--- src/rtl/m68k_bus_capture.sv ---
// m68k_bus_capture: captures completed 68000 bus cycles into a FIFO and shows
// one entry at a time to the bus-monitor overlay. A new entry is shown only in
// the cycle after a frame_start pulse, after the current one has been held for
// HOLD_FRAMES frames.
// Optional feature macro: BUS_CAPTURE_OVERFLOW_CNT_EN adds a saturating
// dropped-capture counter on port overflow_count.
module m68k_bus_capture #(
    parameter int unsigned DEPTH       = 16,
    parameter int unsigned HOLD_FRAMES = 30
) (
    input  logic                     clk,
    input  logic                     reset,
    input  logic                     cap_valid,
    input  logic [31:0]              cap_addr,
    input  logic [15:0]              cap_data,
    input  logic                     cap_write,
    input  logic                     frame_start,
    input  logic                     freeze,
    output logic [31:0]              m68k_addr,
    output logic [15:0]              m68k_datain,
    output logic                     m68k_write,
    output logic [$clog2(DEPTH):0]   fifo_level
`ifdef BUS_CAPTURE_OVERFLOW_CNT_EN
    ,
    output logic [15:0]              overflow_count
`endif
);

    localparam int unsigned PTR_W  = $clog2(DEPTH);
    localparam int unsigned LVL_W  = PTR_W + 1;
    localparam int unsigned HOLD_W = (HOLD_FRAMES > 1) ? $clog2(HOLD_FRAMES) : 1;

    localparam logic [HOLD_W-1:0] HOLD_MAX = HOLD_W'(HOLD_FRAMES - 1);
    localparam logic [LVL_W-1:0]  LVL_FULL = LVL_W'(DEPTH);

    typedef struct packed {
        logic        write;
        logic [15:0] data;
        logic [31:0] addr;
    } entry_t;

    entry_t              mem_q [DEPTH];
    entry_t              cap_entry;
    entry_t              head;
    logic [PTR_W-1:0]    wr_ptr_q;
    logic [PTR_W-1:0]    rd_ptr_q;
    logic [LVL_W-1:0]    level_q;
    logic [LVL_W-1:0]    level_d;
    logic [HOLD_W-1:0]   hold_cnt_q;
    logic [HOLD_W-1:0]   hold_cnt_d;
    logic                pop_c;
    logic                push_c;

    assign cap_entry  = '{write: cap_write, data: cap_data, addr: cap_addr};
    assign head       = mem_q[rd_ptr_q];
    assign fifo_level = level_q;

    // Pop/push decisions, occupancy and hold-counter next state
    always_comb begin
        pop_c      = 1'b0;
        push_c     = 1'b0;
        level_d    = level_q;
        hold_cnt_d = hold_cnt_q;

        pop_c  = frame_start && (hold_cnt_q == HOLD_MAX) && (level_q != '0) && !freeze;
        push_c = cap_valid && ((level_q != LVL_FULL) || pop_c);

        if (push_c && !pop_c) begin
            level_d = level_q + LVL_W'(1);
        end else if (pop_c && !push_c) begin
            level_d = level_q - LVL_W'(1);
        end

        if (pop_c) begin
            hold_cnt_d = '0;
        end else if (frame_start && (hold_cnt_q != HOLD_MAX)) begin
            hold_cnt_d = hold_cnt_q + HOLD_W'(1);
        end
    end

    // FIFO storage; contents need no reset since occupancy gates every read
    always_ff @(posedge clk) begin
        if (push_c) begin
            mem_q[wr_ptr_q] <= cap_entry;
        end
    end

    // Pointers, occupancy and hold counter
    always_ff @(posedge clk or posedge reset) begin
        if (reset) begin
            wr_ptr_q   <= '0;
            rd_ptr_q   <= '0;
            level_q    <= '0;
            hold_cnt_q <= HOLD_MAX;
        end else begin
            level_q    <= level_d;
            hold_cnt_q <= hold_cnt_d;
            if (push_c) begin
                wr_ptr_q <= wr_ptr_q + PTR_W'(1);
            end
            if (pop_c) begin
                rd_ptr_q <= rd_ptr_q + PTR_W'(1);
            end
        end
    end

    // Displayed entry: loads the FIFO head only on a qualifying frame_start
    always_ff @(posedge clk or posedge reset) begin
        if (reset) begin
            m68k_addr   <= '0;
            m68k_datain <= '0;
            m68k_write  <= 1'b0;
        end else if (pop_c) begin
            m68k_addr   <= head.addr;
            m68k_datain <= head.data;
            m68k_write  <= head.write;
        end
    end

`ifdef BUS_CAPTURE_OVERFLOW_CNT_EN
    logic        drop_c;
    logic [15:0] overflow_q;

    assign drop_c         = cap_valid && !push_c;
    assign overflow_count = overflow_q;

    // Saturating count of captures dropped on a full FIFO
    always_ff @(posedge clk or posedge reset) begin
        if (reset) begin
            overflow_q <= '0;
        end else if (drop_c && (overflow_q != 16'hFFFF)) begin
            overflow_q <= overflow_q + 16'(1);
        end
    end
`endif

endmodule

--- config.mk ---
export PLATFORM = sky130hd
export DESIGN_NAME = m68k_bus_capture
export DESIGN_NICKNAME = d
export VERILOG_FILES = /design/src/rtl/m68k_bus_capture.sv
export SDC_FILE = /design/constraint.sdc
export NUM_CORES = 1
export LEC_CHECK = 0
export ABC_AREA = 1
export CAP_MARGIN = 15
export CELL_PAD_IN_SITES_DETAIL_PLACEMENT = 0
export CELL_PAD_IN_SITES_GLOBAL_PLACEMENT = 1
export CORE_UTILIZATION = 30
export CTS_CLUSTER_DIAMETER = 40
export DETAILED_ROUTE_END_ITERATION = 8
export PLACE_DENSITY_LB_ADDON = 0.1
export SLEW_MARGIN = 20
export SYNTH_ARGS = -nofsm -noshare
export SYNTH_HDL_FRONTEND = slang
export SYNTH_SLANG_ARGS = --single-unit
--- constraint.sdc ---
create_clock -name clk -period 6.7 [get_ports clk]
set_input_delay 0.67 -clock clk [delete_from_list [all_inputs] [get_ports clk]]
set_output_delay 0.67 -clock clk [all_outputs]
set_load 0.05 [all_outputs]
Yosys cells after proc, flatten, opt, wreduce, memory -nomap -nowiden
Memories as Yosys holds them, arrays and structs flattened. A register that Yosys moved wholly into a read port is not among the register bits. Index checks and enable logic that the tools add are counted.

Memories kept: 1. RAM bits: 784. Logic and storage cells: 33. Flip-flop bits (word level): 18. Bits in latches: 0. ROM bits: 0.

Add/sub/neg operators: 5. Shift-type cells: 0. Multipliers: 0. Reductions and logical operators: 14. Multiplexer cells: 6. Div/mod/pow operators: 0. $lt $le $gt $ge: 0. Eq/ne operators: 3. Bitwise operators: 0.

Memory list: mem_q (words 16, width 49, rd ports 1, clocked after Yosys merged registers in 1, write ports 1, line 42) `entry_t mem_q [DEPTH];`.

Operator list (number): 5-bit 2-to-1 mux (4); 5-bit by 1-bit adder with 5-bit output, second input constant (2); 5-bit inequality test, second input constant (2); 4-bit by 1-bit adder with 4-bit output, second input constant (2); 1-bit logical AND (7); 5-bit equality test, second input constant (1); 5-bit nonzero test (1); 5-bit by 1-bit subtractor with 5-bit output, second input constant (1); 2-bit nonzero test (2); 1-bit logical NOT (3); 1-bit 2-to-1 mux (2); 1-bit logical OR (1).

Logic depth before layout (Yosys ltp)
Gate-level depths: netlist of the first run.

Depth in word-level cells: 10. Depth in mapped cells: 17.

Worst setup path after synthesis of the first run
No wires, ideal clock.

Kind: reg-to-reg. From: reg level_q[0] (netlist: fifo_level[0]). To: mem mem_q[4][0] in the netlist's numbering, enable pin. Stages on the path, launching flop included: 8. Period minus slack after synthesis: 5.175 ns. Path slack: 1.525 ns. Data required time: 6.184 ns. Arrival: 4.658 ns. Cells stage by stage: dfrtp_1 > nor2_1 > nand3_1 > nor2_1 > nand2_1 > nand2_1 > clkbuf_1 > nor3_1.

Word-level cells in the longest chain between the ends: 7. Elaborated cells on any way between the ends: 8. Those cells by class: 1 x eq/ne; 2 x mux; 5 x reduce/logical.

Ends and longest elaborated chain: start, declared (line 47) `logic [LVL_W-1:0] level_q;`; start signal, assigned (line 96) `level_q <= level_d;`; 5-bit nonzero test (line 65) `pop_c = frame_start && (hold_cnt_q == HOLD_MAX) && (level_q != '0) && !freeze;`; 1-bit logical AND (2 in a row) (line 65); 1-bit logical OR * (line 66) `push_c = cap_valid && ((level_q != LVL_FULL) || pop_c);`; 1-bit logical AND * (line 66); 1-bit 2-to-1 mux * (line 83) `if (push_c) begin`; 1-bit 2-to-1 mux (implied by the code) * (line 84) `mem_q[wr_ptr_q] <= cap_entry;`; end, declared (line 42).

Mark *: on every way between the ends. The rest lies on a longest branch, timed or not.

Worst setup path after layout of the first run
From: reg hold_cnt_q[0]. To: mem mem_q[11][21] in the netlist's numbering, enable pin.

Word-level cells in the longest chain between the ends: 8.

Ends and longest elaborated chain: start, declared (line 49) `logic [HOLD_W-1:0] hold_cnt_q;`; start signal, assigned (line 97) `hold_cnt_q <= hold_cnt_d;`; 5-bit equality test (line 65); 1-bit logical AND (3 in a row) (line 65); 1-bit logical OR (line 66); 1-bit logical AND (line 66); net push_c (line 52) `logic push_c;`; 1-bit 2-to-1 mux (line 83); 1-bit 2-to-1 mux (implied by the code) (line 84).

The timed path passes the listed nets, and every way through them passes these cells.

==> results of run 1 <==
-- final cells by class --
cell class / count / area share
flip-flops and latches: 851 / 0.6040
multi-input cells: 1841 / 0.1898
clock buffers: 175 / 0.09590
well taps: 1500 / 0.04492
repair buffers: 155 / 0.03504
clock inverters: 93 / 0.02752
inverters: 26 / 0.002815
-- per-stage QoR --
stage / total power, W / util / setup slack [ps] / hold WS [ps] / area [um2]
2_1_floorplan: 0.009147 / - / 1525 / 482.7 / 33960
3_5_place_dp: 0.01047 / 0.3257 / 2392 / 466.8 / 36590
5_1_grt: 0.01896 / 0.3719 / 2583 / 344.1 / 41780
6_report: 0.01806 / 0.3719 / 2934 / 326.9 / 41780
3_3_place_gp: 0.01044 / 0.3257 / 2348 / 463.1 / 36590
4_1_cts: 0.01835 / 0.3716 / 2840 / 288.4 / 41750
-- layout by cell type (no fill, tap or decap), types with 24 or more instances in the layout --
cell	count
a21oi_1	53
buf_4	46
bufinv_16	24
clkbuf_16	157
clkdlybuf4s50_1	107
dfrtp_1	59
edfxtp_1	784
nand2_1	1206
nand3_1	523
-- final timing paths --
kind	endpoint	slack, ps	depth (start not counted)
worst min-delay path	wr_ptr_q[0]	330	2
min in group clk	m68k_addr[3]	470	2
worst max register to register	mem_q[11][21]	2930	10
worst min register to register	m68k_addr[3]	470	2
worst max-delay path	mem_q[11][21]	2930	10
max in group asynchronous	rd_ptr_q[0]	5120	3
-- layer usage --
| layer | up-vias | part of all wire |
|---|---|---|
| met1 | 10690 | 0.48 |
| met5 | - | 0.00023 |
| met3 | 144 | 0.043 |
| met4 | 4 | 0.020 |
| met2 | 440 | 0.46 |
| li1 | 10330 | - |
-- cell families (layout without fill, tap and decap cells) --
group | after synthesis | count (layout) | share of synthesized area
XOR/XNOR | 8 | 8 | 0.002064
AND/OR/NAND/NOR | 1757 | 1757 | 0.2141
adder cells (fa/ha/maj) | 12 | 12 | 0.004643
buffers and inverters | 194 | 449 | 0.02668
flip-flops | 851 | 851 | 0.7429
AO/OA/AOI/OAI | 64 | 64 | 0.009655
-- state kept, by name, summed over array words and instances (netlist names) --
name	flops
fifo_level	5
hold_cnt_q	5
m68k_addr	32
m68k_datain	16
m68k_write	1
mem_q	784
rd_ptr_q	4
wr_ptr_q	4
-- critical path, cell delays in order, from the launching register on --
cell and delay, ps:
dfstp_2 560, ha_1 150, nand2_1 70, nor2_1 90
nand2_1 110, nand2_1 100, nand2_1 400, inv_2 280
nand2_1 290, nor2_4 640, buf_4 650
-- report_power, final --
part | leakage (nW) | internal (W) | switching [W]
Sequential | 7.96 | 0.00645 | 0.000257
Clock | 2.48 | 0.00518 | 0.00258
Combinational | 5.09 | 0.000957 | 0.00263
Total | 15.5 | 0.0126 | 0.00546
==> flow_metrics.py, run 1 <==
metrics = {
    "run_status": {
        "outcome": "finished clean",
    },
    "sta": {
        "hold_viol_final": 0,
        "slew_headroom": 0.2674,
        "setup_viol": 0,
        "slew_violations": 0,
        "min_period_ps": 3766,
        "tns_ps": 0,
        "worst_clock_skew_ps": 25.51,
        "rsz0062_at_grt": "false",
        "max_freq_mhz": 265.5,
        "worstMarginPinSlew_ps": 1099,
        "finalCritPeriodShare": 0.5621,
    },
    "cts": {
        "htreeDepth": 4,
        "cts.clk_slew.worst_paths_ps": 50,
        "cts.sinks": 851,
        "cts_resized": 0,
        "cts_setup_buffers": 0,
        "cts-root-buf": "clkbuf_16",
        "cts_tree": "yes",
        "cts_hold_buf": 0,
        "cts_buffers": 148,
        "insertion_delay_ps": 720,
        "cts_max_path_buffers": 3,
    },
    "setup_path": {
        "end_kind": "flop",
        "worstSetupStartpoint": "hold_cnt_q[0]",
        "worstSetupPathType": "flop to flop",
        "r2r_start": "hold_cnt_q[0]",
        "path_max_fanout": 31,
        "cp.required_ps": 7040,
        "cp_data_arrival_time_ps": 4100,
        "startpoint_type": "flop",
    },
    "drt": {
        "drc": 0,
        "vias_per_cell": 4.656,
        "drt-pass1-iter-count": 5,
        "post_drt_wl_per_cell_um": 21.27,
        "ant_nets": 0,
        "num_vias": 21610,
        "first_iter_violations": 1303,
        "drt_wl_total_mm": 98.73,
    },
    "die": {
        "die_w_um": 338.4,
        "ios": 108,
        "die_h_um": 338.4,
        "die_area_um2": 114500,
        "fp.coreArea_um2": 112300,
        "start_util": 0.3022,
        "core.rowCount": 123,
    },
    "logic_synthesis": {
        "ys_top_cells_by_area": "edfxtp_1, nand2_1, nand3_1",
        "syn_area_um2": 33960,
        "ys_ff_latch": 851,
        "synth_cells": 2886,
        "yosysSeqAreaShare": 0.7429,
        "synth_most_common_cell": "nand2_1",
        "synth-edff-count": 784,
        "synth_top_area_frac": 0.6933,
        "yosys-top-cells-count": "nand2_1, edfxtp_1, nand3_1",
        "yosys.area.top_type": "edfxtp_1",
        "avgSynthCellArea_um2": 11.77,
        "syn-num-nets": 2952,
        "async_reset_ff_frac": 0.07873,
        "yosys_warnings": 0,
        "netlist-cell-type-count": 24,
        "ys.flop_type": "edfxtp_1",
    },
    "layout": {
        "multiInputGateArea_um2": 7928,
        "nets": 3089,
        "drive_gt1_frac": 0.1003,
        "num-fill-cells": 10890,
        "area_growth_pct": 23.03,
        "register_area_um2": 25230,
        "n_antenna_cell": 0,
        "fin_cells": 4641,
    },
    "global_routing": {
        "use_met1": 0.2412,
        "grt_util_met2": 0.2748,
        "top_usage_layer": "met2",
        "track_usage": 0.1736,
        "antenna_found_initial": 3,
        "grt-ovfl-total": 0,
        "met3_usage": 0.03212,
        "grt_start_max_net_pins": 158,
        "grt_pass1_vias": 21930,
        "grt_pass1_wl_mm": 147.7,
    },
    "pwr": {
        "p_leak_nw": 15.54,
        "power_density_nw_per_um2": 432.3,
        "ir_worst_vdd_mv": 0.2756,
    },
    "placed_design": {
        "gp_congestion": 0.7142,
        "numPlacedInstances": 4372,
        "place_hpwl_mm": 48.20,
        "port_buffers": 107,
    },
    "flow_run": {
        "cap_violations": 0,
    },
    "hold_path": {
        "worst_hold_path_type": "input port to async pin",
    },
}
Note: power is estimated with default switching activity, not from simulation.
==> run 2, diff against run 1 <==
Clock period 6.7 ns to 3 ns, I/O delays scaled along.
==> run 2 against run 1 <==
  * Clock-buffer cell count decreased by 11
  * Sequential power grew 120%
  * Clock power is 130% higher
  * Wire length up 5.7%
  * First-iteration DRC count up 7.0%
  * Final area increased by 2.0%
  * Maximum frequency up 39%
  * Flip-flop and latch count stayed put
  * Global-route usage increased by 1.1 points
==> flow_metrics.py, run 2 (synthesized netlist as in run 1, its figures left out) <==
metrics = {
    "drt": {
        "drt-pass1-iter-count": 5,
        "first_iter_violations": 1394,
        "num_vias": 22040,
        "post_drt_wl_per_cell_um": 22.26,
        "ant_nets": 0,
        "drc": 0,
        "vias_per_cell": 4.701,
        "drt_wl_total_mm": 104.4,
    },
    "layout": {
        "utilization": 0.3794,
        "layout_common_cells": "nand2_1, edfxtp_1, nand3_1",
        "largestRegisters": "mem_q (784), m68k_addr (32), m68k_datain (16)",
        "area_growth_pct": 25.53,
        "final_common_cell": "nand2_1",
        "largest_reg_flops": 784,
        "n_antenna_cell": 0,
        "num-fill-cells": 10910,
        "drive_gt1_frac": 0.1170,
        "nets": 3125,
        "top_register": "mem_q",
    },
    "cts": {
        "cts_max_path_buffers": 3,
        "htreeDepth": 4,
        "cts.clk_slew.worst_paths_ps": 50,
        "cts_hold_buf": 0,
        "cts_buffers": 150,
        "cts.sinks": 851,
        "cts_setup_buffers": 0,
        "insertion_delay_ps": 730,
        "cts_tree": "yes",
        "cts-root-buf": "clkbuf_16",
        "cts_resized": 0,
    },
    "global_routing": {
        "track_usage": 0.1843,
        "grt-ovfl-total": 0,
        "grt_start_max_net_pins": 114,
        "antenna_found_initial": 1,
        "grt_pass1_vias": 22640,
        "grt_pass1_wl_mm": 155.8,
    },
    "flow_run": {
        "cap_violations": 0,
    },
    "sta": {
        "min_period_ps": 2713,
        "max_freq_mhz": 368.6,
        "slew_headroom": 0.3541,
        "worst_clock_skew_ps": 32.47,
        "finalCritPeriodShare": 0.9043,
        "setup_viol": 0,
        "rsz0062_at_grt": "false",
        "whs_ps": 65.10,
        "slew_violations": 0,
        "hold_viol_final": 0,
        "worstMarginPinSlew_ps": 968.8,
    },
    "die": {
        "die_w_um": 338.4,
        "core.rowCount": 123,
        "start_util": 0.3022,
        "die_h_um": 338.4,
        "die_area_um2": 114500,
        "ios": 108,
        "fp.coreArea_um2": 112300,
    },
    "setup_path": {
        "cp.required_ps": 3370,
        "r2r_start": "hold_cnt_q[0]",
        "end_kind": "flop",
        "startpoint_type": "flop",
        "cp_slowest_stage_delay_ps": 560,
        "worstSetupStartpoint": "hold_cnt_q[0]",
        "path_max_fanout": 20,
        "slowest_stage": "dfstp_2",
        "path_cells": "ha_1 > nand2_1 > nor2_1 > nand2_1 > nand2_1 > nand2_1 > inv_2 > buf_4 > nand2_1 > nor2_4 > buf_4",
        "crit_buf_inv": 3,
        "cpMostUsedCell": "nand2_1",
        "worstSetupPathType": "flop to flop",
        "crit_family": "simple AND/OR/NAND/NOR gates",
        "cp_data_arrival_time_ps": 3090,
    },
    "hold_path": {
        "worst_hold_path_type": "input port to async pin",
    },
    "placed_design": {
        "gp_congestion": 0.7503,
        "port_buffers": 107,
        "place_hpwl_mm": 57.63,
    },
    "pwr": {
        "power_w": 0.04123,
        "power_density_nw_per_um2": 967.3,
        "ir_worst_vdd_mv": 0.5944,
        "p_leak_nw": 15.93,
    },
    "run_status": {
        "outcome": "finished clean",
    },
}
[run 2: layout make-up]
| class | instances | area, um2 | share of cell area |
|---|---|---|---|
| Sequential cell | 851 | 25240 | 0.5921 |
| Multi-Input combinational cell | 1841 | 8003 | 0.1878 |
| Clock buffer | 164 | 3923 | 0.09203 |
| Timing Repair Buffer | 189 | 2137 | 0.05014 |
| Tap cell | 1500 | 1877 | 0.04403 |
| Clock inverter | 117 | 1333 | 0.03126 |
| Inverter | 26 | 115.1 | 0.002701 |
[run 2: worst paths after layout]
check	slack (ps)	end	cells past startpoint
worst min register to register	470	m68k_datain[0]	2
worst min-delay path	70	m68k_addr[9]	2
worst max-delay path	290	mem_q[3][18]	11
min in group clk	470	m68k_datain[0]	2
max in group asynchronous	2190	fifo_level[0]	3
worst max register to register	290	mem_q[3][18]	11
[run 2: per-layer routing]
layer  global-route usage  wire (um)  up-vias
li1                     -          -    10420
met1               0.2581      49430    11020
met2               0.2926      48480      460
met3              0.03319       4472      142
met4              0.05090       1981        0
met5                    0          0        -
[run 2: worst reg2reg max path: stages (launching register included)]
cell and delay, ps:
dfstp_2 560, ha_1 160, nand2_1 60, nor2_1 140, nand2_1 130, nand2_1 110
nand2_1 80, inv_2 80, buf_4 180, nand2_1 270, nor2_4 210, buf_4 370
[run 2: power breakdown]
group / switching [W] / total (W) / internal [W]
combinational: 0.00626 / 0.00871 / 0.00245
clock: 0.00611 / 0.0176 / 0.0115
sequential: 0.000522 / 0.0149 / 0.0144
[run 2: through the flow]
stage | TNS, ps | instance area, um2 | instances | worst slack, ps
2_1_floorplan | -46680 | 34110 | 2886 | -451.8
3_3_place_gp | 0 | 37370 | 4407 | 144.7
3_5_place_dp | 0 | 37370 | 4407 | 291.9
4_1_cts | 0 | 42620 | 4688 | 276.0
5_1_grt | 0 | 42620 | 4688 | 10.35
6_report | 0 | 42620 | 4688 | 287.0
==> run 3, diff against run 2 <==
Settings changed: ABC_CLOCK_PERIOD_IN_PS from default to 3000.
==> results of run 3 <==
No change in the layout: final DEF, timing and power equal those of run 2.
==> variant (flow settings as in run 3) <==
Add a define of `BUS_CAPTURE_OVERFLOW_CNT_EN`.
--- a/src/rtl/m68k_bus_capture.sv
+++ b/src/rtl/m68k_bus_capture.sv
@@ -5,4 +5,6 @@
 // Optional feature macro: BUS_CAPTURE_OVERFLOW_CNT_EN adds a saturating
 // dropped-capture counter on port overflow_count.
+`define BUS_CAPTURE_OVERFLOW_CNT_EN
+
 module m68k_bus_capture #(
     parameter int unsigned DEPTH       = 16,
Behaviour (old outputs only; new: overflow_count): same outputs for any inputs over 4 cycles, from zero or initial values and one cycle with reset high; that may be too few to reach the edited logic, so the function may still have changed.
==> variant against run 3 <==
  * Cell count up 3.1%
  * Worst setup slack worse by 17 ps
  * Synthesized cell count up 4.6%
  * Routed wire length up 0.21%
  * Final area up 2.7%
  * Sequential cell count up 16
  * Synthesized area up 3.1%
  * Total power up 11%
==> variant: results (changes against run 3) <==
* Via count of the first global-routing pass: 23050 (+1.8%)
* Regs by FF count: mem_q x784, m68k_addr x32
* Global Route Usage Sum: 18.03% (-0.40 points)
- The detailed router's first-iteration violation count came to 1632 (+17%).
- The post-route worst hold slack is 283.7 ps (+218.6 ps).
- The post-synthesis async set-or-reset flop share is 9.573% (+1.7 points).
- Detail-routed via count per cell: 4.734 (+0.71%)
* Synthesized net count: 3086 (+4.5%)
- Average instance area after synthesis: 11.60 um2 (-1.4%)
- First-pass detailed-route iteration total: 7 (+2)
- Flip-flop and latch count after synthesis: 867 (+1.9%)
- The flow ran to the end, and the final reports show no timing, DRC or antenna violations.
* Antenna cell count: 1 (+1)
* Non-Filler Instances: 4835 (+3.1%)
- Total detailed-routing wirelength: 104.6 mm (+0.21%)
* Worst-case clock skew: 31.04 ps (-1.431 ps)
- The number of library cell types mapped by synthesis is 29 (+21%).
- The non-clock buffer total of the final layout came to 197 (+4.2%).
- Number of antenna violations at the first check in global routing: 3 (+2)
- Slack of the worst reg-to-reg path: 270 ps (-20 ps)
* Slew at the pin closest to its max-slew limit: 1049 ps (+80.44 ps)
- Maximum number of pins on one net before global-route repair: 150 (+32%)
- Post-DP HPWL: 54.98 mm (-4.6%)
- Area after DPL: 38610 um2 (+3.3%)
- Placed Cells incl. Taps: 4559 (+3.4%)
==> variant: cell count changes after synthesis, moves of 12 or more <==
cell	before	now
sky130_fd_sc_hd__clkbuf_1	40	22
sky130_fd_sc_hd__o21ai_0	6	24
sky130_fd_sc_hd__inv_1	20	34
sky130_fd_sc_hd__buf_2	106	90
sky130_fd_sc_hd__a21oi_1	53	65
sky130_fd_sc_hd__buf_1	10	23
sky130_fd_sc_hd__nand2_1	1206	1258
sky130_fd_sc_hd__nand3_1	523	509
sky130_fd_sc_hd__dfrtp_1	63	79
sky130_fd_sc_hd__buf_4	12	31
==> variant: worst max-delay path: stages (launching register included) <==
cell                      delay, ps
sky130_fd_sc_hd__dfstp_2        560
sky130_fd_sc_hd__ha_1           150
sky130_fd_sc_hd__nand2_1         60
sky130_fd_sc_hd__nor2_2         130
sky130_fd_sc_hd__nand2_2        100
sky130_fd_sc_hd__nand2_1        100
sky130_fd_sc_hd__nand2_2         60
sky130_fd_sc_hd__buf_4          260
sky130_fd_sc_hd__nor3_4         680
sky130_fd_sc_hd__buf_12         260
==> variant: layer usage <==
metal	vias to the layer above	part of all wire, %	global-route usage (%)
met3	142	4.1	3.194
met2	492	48	29.66
met5	-	0.0086	0
met4	2	1.8	5.009
met1	11400	46	24.38
li1	10850	-	-
==> variant: where the power goes <==
part / internal [mW] / switching [mW] / leakage, nW
combinational: 3.78 / 9.56 / 5.85
sequential: 14.6 / 0.626 / 8.15
clock: 11.2 / 6.07 / 2.48
==> variant: final timing paths <==
| kind | cells past startpoint | start | end |
|---|---|---|---|
| setup / recovery | 9 | hold_cnt_q[0]$_DFFE_PP1P_ | mem_q[7][44]$_DFFE_PP_ |
| hold / removal | 5 | frame_start | hold_cnt_q[2]$_DFFE_PP1P_ |
| setup reg to reg | 9 | hold_cnt_q[0]$_DFFE_PP1P_ | mem_q[7][44]$_DFFE_PP_ |
| hold reg to reg | 2 | m68k_addr[5]$_DFFE_PP0N_ | m68k_addr[5]$_DFFE_PP0N_ |
| max in group asynchronous | 4 | reset | m68k_addr[20]$_DFFE_PP0N_ |
| min in group asynchronous | 3 | reset | overflow_count[4]$_DFFE_PP0P_ |
==> variant: kinds of logic (layout without fill, tap and decap cells) <==
| logic type | after synthesis | count (layout) | synth area share, % |
|---|---|---|---|
| other | 0 | 1 | 0 |
| buffers and inverters | 210 | 513 | 2.949 |
| AO/OA/AOI/OAI | 93 | 93 | 1.355 |
| flip-flops | 867 | 867 | 73.20 |
| XOR/XNOR | 17 | 17 | 0.4253 |
| adder cells (fa/ha/maj) | 13 | 13 | 0.4861 |
| AND/OR/NAND/NOR | 1819 | 1819 | 21.58 |
==> variant: repair_timing <==
action / CTS / global route
hold buffers: 1 / 0
endpoints found under the hold margin: 22 / 0
resized for setup: 0 / 0
setup buffers: 0 / 0
